===== src/rtl/counter_pkg.sv =====
// counter_pkg: shared definitions for the counter bank.
//   - sys_state_e    : transaction-layer system state encodings (one-hot)
//   - state_cnt_en() : counters may advance in this state
//   - state_clr()    : counters and overflow flags are forced to zero in this state
// Any state value outside the four encodings is treated as an error state.
// In that state counters hold and increments are ignored.
package counter_pkg;

    typedef enum logic [3:0] {
        ST_RESET  = 4'b0001,
        ST_INIT   = 4'b0010,
        ST_IDLE   = 4'b0100,
        ST_ACTIVE = 4'b1000
    } sys_state_e;

    function automatic logic state_cnt_en(input logic [3:0] st);
        return (st == 4'(ST_IDLE)) || (st == 4'(ST_ACTIVE));
    endfunction

    function automatic logic state_clr(input logic [3:0] st);
        return (st == 4'(ST_RESET)) || (st == 4'(ST_INIT));
    endfunction

endpackage


===== src/rtl/counter_chan.sv =====
// counter_chan: one channel of the counter bank.
//   clk, reset : clock, asynchronous active-high reset
//   inc        : count strobe, one count per cycle high
//   en         : count enable, derived from the system state
//   clr        : synchronous clear of the counter and the flag; wins over inc
//   rd_clr     : clear-on-read of this channel; a coincident inc still counts
//   cnt        : current count
//   ovf        : sticky overflow flag
module counter_chan
    import counter_pkg::*;
#(
    parameter int CNT_W    = 5,
    parameter bit SAT_MODE = 1'b0
) (
    input  logic             clk,
    input  logic             reset,
    input  logic             inc,
    input  logic             en,
    input  logic             clr,
    input  logic             rd_clr,
    output logic [CNT_W-1:0] cnt,
    output logic             ovf
);

    localparam logic [CNT_W-1:0] CNT_MAX = '1;

    logic [CNT_W-1:0] cnt_q, cnt_d, cnt_base;
    logic             ovf_q, ovf_d, ovf_base;

    always_comb begin
        // A read clear is applied first, so an increment on the same edge
        // lands on zero and leaves the counter at one.
        cnt_base = rd_clr ? '0 : cnt_q;
        ovf_base = rd_clr ? 1'b0 : ovf_q;
        cnt_d    = cnt_base;
        ovf_d    = ovf_base;
        if (clr) begin
            cnt_d = '0;
            ovf_d = 1'b0;
        end else if (en && inc) begin
            if (cnt_base == CNT_MAX) begin
                ovf_d = 1'b1;
                cnt_d = SAT_MODE ? CNT_MAX : '0;
            end else begin
                cnt_d = cnt_base + CNT_W'(1);
            end
        end
    end

    always_ff @(posedge clk or posedge reset) begin
        if (reset) begin
            cnt_q <= '0;
            ovf_q <= 1'b0;
        end else begin
            cnt_q <= cnt_d;
            ovf_q <= ovf_d;
        end
    end

    assign cnt = cnt_q;
    assign ovf = ovf_q;

endmodule


===== src/rtl/counter_bank.sv =====
// counter_bank: bank of per-channel event counters with a muxed readout port.
//   clk, reset : clock, asynchronous active-high reset
//   state      : system state (encodings in counter_pkg)
//   inc        : per-channel increment strobes
//   req, idx   : read request and channel index
//   data       : read data, registered; zero when valid is low
//   valid      : one-cycle pulse per accepted read
//   rd_err     : one-cycle pulse per request with an out-of-range index
//   overflow   : sticky per-channel overflow flags
// Reads return the count as it was before the sampling edge.
module counter_bank
    import counter_pkg::*;
#(
    parameter int NUM_CH      = 5,
    parameter int CNT_W       = 5,
    parameter bit SAT_MODE    = 1'b0,
    parameter bit CLR_ON_READ = 1'b0,
    parameter int IDX_W       = (NUM_CH > 1) ? $clog2(NUM_CH) : 1
) (
    input  logic              clk,
    input  logic              reset,
    input  logic [3:0]        state,
    input  logic [NUM_CH-1:0] inc,
    input  logic              req,
    input  logic [IDX_W-1:0]  idx,
    output logic [CNT_W-1:0]  data,
    output logic              valid,
    output logic              rd_err,
    output logic [NUM_CH-1:0] overflow
);

    logic [CNT_W-1:0]  cnt_arr [NUM_CH];
    logic [NUM_CH-1:0] rd_clr;
    logic [CNT_W-1:0]  rd_sel;
    logic              idx_ok;
    logic              cnt_en, st_clr;

    logic [CNT_W-1:0] data_q, data_d;
    logic             valid_q, valid_d;
    logic             rd_err_q, rd_err_d;

    assign cnt_en = state_cnt_en(state);
    assign st_clr = state_clr(state);
    // Extra bit keeps the compare meaningful when NUM_CH is a power of two.
    assign idx_ok = ({1'b0, idx} < (IDX_W+1)'(NUM_CH));

    for (genvar g = 0; g < NUM_CH; g++) begin : g_chan
        counter_chan #(
            .CNT_W    (CNT_W),
            .SAT_MODE (SAT_MODE)
        ) u_chan (
            .clk    (clk),
            .reset  (reset),
            .inc    (inc[g]),
            .en     (cnt_en),
            .clr    (st_clr),
            .rd_clr (rd_clr[g]),
            .cnt    (cnt_arr[g]),
            .ovf    (overflow[g])
        );
    end

    always_comb begin
        rd_sel = '0;
        rd_clr = '0;
        for (int i = 0; i < NUM_CH; i++) begin
            if (req && (idx == IDX_W'(i))) begin
                rd_sel    = cnt_arr[i];
                rd_clr[i] = CLR_ON_READ;
            end
        end
        valid_d  = req && idx_ok;
        rd_err_d = req && !idx_ok;
        data_d   = valid_d ? rd_sel : '0;
    end

    always_ff @(posedge clk or posedge reset) begin
        if (reset) begin
            data_q   <= '0;
            valid_q  <= 1'b0;
            rd_err_q <= 1'b0;
        end else begin
            data_q   <= data_d;
            valid_q  <= valid_d;
            rd_err_q <= rd_err_d;
        end
    end

    assign data   = data_q;
    assign valid  = valid_q;
    assign rd_err = rd_err_q;

endmodule


===== config.mk =====
export PLATFORM = sky130hd
export DESIGN_NAME = counter_bank
export DESIGN_NICKNAME = d
export VERILOG_FILES = /design/src/rtl/counter_pkg.sv /design/src/rtl/counter_chan.sv /design/src/rtl/counter_bank.sv
export SDC_FILE = /design/constraint.sdc
export NUM_CORES = 1
export LEC_CHECK = 0
export ABC_AREA = 1
export BUFFER_PORTS_ARGS = -buffer_cell sky130_fd_sc_hd__buf_2
export CAP_MARGIN = 10
export CORE_MARGIN = 10
export CORE_UTILIZATION = 35
export DETAILED_ROUTE_END_ITERATION = 8
export PLACE_DENSITY_LB_ADDON = 0.2
export SYNTH_ARGS = -nofsm -noshare
export SYNTH_HDL_FRONTEND = slang
export SYNTH_SLANG_ARGS = --single-unit

===== constraint.sdc =====
create_clock -name clk -period 1.3 [get_ports clk]
set_input_delay 0.39 -clock clk [delete_from_list [all_inputs] [get_ports clk]]
set_output_delay 0.39 -clock clk [all_outputs]
set_load 0.01 [all_outputs]

==> results.yml <==
routing:
  drc: 0
  routed_wl_um: 5380
  vias: 1979
  drtIter0Drc: 71
  drt-vias-per-instance: 4.75
  wl_per_cell_um: 12.9
  dr.pass1.iters: 4
  antenna_left: 0
synthesis:
  ys_types: 27
  synth_top_family_by_area: "simple AND/OR/NAND/NOR gates"
  ys_seq_area_share_pct: 42.2
  synthAdderAreaFrac_pct: 5.70
  synth_xor_area_share_pct: 1.60
  synth_mux_area_share_pct: 0.456
  postSynthAreaPerCell_um2: 7.81
  synth_compound_area_share_pct: 5.42
  yosysWarningCount: 0
  synth.net_count: 306
  synthCells: 281
  synth-simple-area-share_pct: 36.3
  ys_seq_elements: 37
  syn_area_um2: 2190
floorplan:
  core_area_um2: 5990
  die_width_um: 99.2
  row_count: 28
  die-area_um2: 9840
  die_h_um: 99.2
  ios: 27
  initial_core_util_pct: 36.6
status:
  violations: "negative setup slack"
  status: "finished with violations"
sta:
  fin_crit_ps: 1350
  rsz0062_at_grt: "true"
  slew_viol_final: 0
  layout_setup_ws_ps: -52.9
  worstMarginPinSlew_ps: 299
  final.setup_skew_ps: 3.53
  finalHoldViolations: 0
  setup_viol: 3
  relSlewSlack_pct: 80.0
  period_share_pct: 104
  clock.fmax_mhz: 739
cts:
  cts_made_buffers: 5
  cts_tree: "yes"
  htree_levels: 2
  clk_latency_ps: 290
  clk_root_buffer_cell: "clkbuf_8"
  holdBufCountCts: 0
  clk_pin_slew_ps: 80
  clock-sinks: 37
  max-clock-path-buffers: 2
final_layout:
  nets: 366
  drive_above_1_share_pct: 36.3
  final_cells: 417
  final_core_util_pct: 47.6
  seq_area_um2: 926
  n_fill_cell: 595
  syn_to_final_growth_pct: 29.9
  diodes: 0
  multi_input_area_um2: 1200
setup_path:
  r2r-start: "g_chan[0].u_chan.cnt[0]"
  crit_arrival_ps: 1540
  required_ps: 1480
  cp-start-kind: "register"
  crit_type: "reg -> reg"
  r2r_slack_ps: -50
  cp-end-kind: "register"
  path_buf_inv: 3
  max_stage_delay_ps: 350
  r2r_end: "g_chan[0].u_chan.cnt[1]"
  critical_path.top_delay_family: "adder cells"
  rr_worst_depth: 10
  crit_chain: "ha_2 > nand2_2 > nor2_2 > ha_2 > inv_2 > nand2_2 > inv_2 > buf_4 > nand3_2 > nand2_1"
  critical_path.slowest_cell: "dfrtp_1"
  cp_max_fo: 2
placed_design:
  dp_cells: 403
  hpwlAfterDp_um: 3970
  portBuffers: 26
  place_congestion: 0.838
grt:
  grt_use_total_pct: 10.9
  grt_pass1_wl_um: 8980
  first_global_vias: 2045
  grt_remaining_overflow: 0
  grt_start_max_net_pins: 38
  antenna_found_initial: 0
power_and_ir_drop:
  p_leak_nw: 1.48
  p_per_area_nw_per_um2: 1030
  vdd_drop_max_uv: 587
run:
  max_cap_viol_count: 0
min_path:
  hp-class: "in -> async"
## stage by stage
step | setup TNS [ps] | hold WS [ps] | instance area, µm² | worst slack [ps] | power, mW
after floorplan | -4.69 | 442 | 2200 | -4.69 | 1.71
after global placement | -1510 | 452 | 2590 | -134 | 2.00
after detailed placement | -2290 | 457 | 2590 | -138 | 2.01
after CTS | -206 | 139 | 2740 | -77.4 | 2.95
after global routing | -1140 | 150 | 2850 | -139 | 3.13
final | -120 | 141 | 2850 | -52.9 | 2.95
## worst max-delay path by stage
stage                       startpoint  cells after the start  slack, ps                      end
2_1_floorplan  g_chan[2].u_chan.cnt[1]                      9         -5  g_chan[2].u_chan.cnt[0]
3_3_place_gp   g_chan[0].u_chan.cnt[0]                      9       -130  g_chan[0].u_chan.cnt[0]
3_5_place_dp   g_chan[0].u_chan.cnt[0]                      9       -140  g_chan[0].u_chan.cnt[0]
4_1_cts        g_chan[2].u_chan.cnt[1]                      9        -80  g_chan[2].u_chan.cnt[0]
5_1_grt        g_chan[0].u_chan.cnt[0]                      9       -140  g_chan[0].u_chan.cnt[0]
6_report       g_chan[0].u_chan.cnt[0]                     10        -50  g_chan[0].u_chan.cnt[1]
## layer usage
| metal | share of wire (%) | global-route usage (%) |
|---|---|---|
| met1 | 45 | 12.8 |
| met2 | 49 | 18.2 |
| met3 | 4.2 | 3.32 |
| met4 | 2.0 | 4.19 |
| met5 | 0 | 0 |
## layout by cell type (no fill, tap or decap), types with 2 or more instances in the layout
cell / netlist / routed
nand2_1: 78 / 70
buf_2: 0 / 26
nand3_1: 33 / 31
o21ai_2: 2 / 3
xor2_1: 4 / 4
buf_4: 6 / 32
a21oi_1: 5 / 5
clkbuf_8: 0 / 7
nand2_2: 3 / 11
dfrtp_1: 37 / 37
nor2_4: 7 / 10
inv_2: 2 / 8
nand4_1: 6 / 6
or2_2: 3 / 3
nor3b_2: 0 / 2
o21ai_1: 5 / 8
nand3_4: 2 / 2
nor2_2: 1 / 3
nand3_2: 0 / 2
inv_1: 30 / 24
nor2_1: 33 / 28
ha_4: 0 / 2
ha_2: 0 / 8
## where the power goes
part	internal [mW]	switching (mW)
Sequential	1.26	0.0848
Clock	0.479	0.415
Combinational	0.337	0.373
## cell usage after synthesis
| library cell | number | area share, % |
|---|---|---|
| o21ai_0 | 5 | 1.1 |
| a21oi_1 | 5 | 1.1 |
| inv_2 | 2 | 0.34 |
| o211ai_1 | 1 | 0.34 |
| mux2i_1 | 1 | 0.46 |
| nor2_4 | 7 | 3.6 |
| nor2_2 | 1 | 0.29 |
| o21ai_2 | 2 | 0.80 |
| ha_1 | 10 | 5.7 |
| a21boi_1 | 1 | 0.34 |
| inv_1 | 30 | 5.1 |
| nand3_4 | 2 | 1.6 |
| nand2_2 | 3 | 0.86 |
| dfrtp_1 | 37 | 42 |
| nand3_1 | 33 | 7.5 |
| nor3_1 | 1 | 0.23 |
| nand4_1 | 6 | 1.7 |
| nor3b_1 | 2 | 0.68 |
| nand2_1 | 78 | 13 |
| inv_4 | 1 | 0.29 |
| buf_4 | 6 | 2.1 |
| xor2_1 | 4 | 1.6 |
| or2_2 | 3 | 0.86 |
| buf_6 | 1 | 0.51 |
| o21ai_1 | 5 | 1.1 |
| nor2_1 | 33 | 5.6 |
| a21boi_2 | 1 | 0.51 |
## flip-flops by register name (all words and copies together) (netlist names)
signal,cells
rd_err,1
g_chan.u_chan.cnt,25
g_chan.u_chan.ovf,5
valid,1
data,5
## repair_timing
item,in CTS,in global routing
endpoints found under the setup margin,16,25
resized for setup,18,25
pin swaps,12,19
buffers inserted,3,3
endpoints found under the hold margin,0,0
cloned,0,0
## cells by family after synthesis
kind of cell / count (synthesis)
adder cells (fa/ha/maj): 10
flip-flops: 37
AO/OA/AOI/OAI: 20
buffers and inverters: 40
XOR/XNOR: 4
AND/OR/NAND/NOR: 169
multiplexers: 1
## area by class of cell
type / count / share of cell area, %
Clock buffer: 7 / 3.38
Clock inverter: 1 / 0.176
Sequential cell: 37 / 32.5
Tap cell: 75 / 3.29
Multi-Input combinational cell: 204 / 42.2
Timing Repair Buffer: 60 / 14.1
Inverter: 33 / 4.43
## worst min-delay path, cell delays in order
cell    delay (ps)
buf_2           90
inv_1           80
buf_12         230
(Power assumes the default switching activity.)
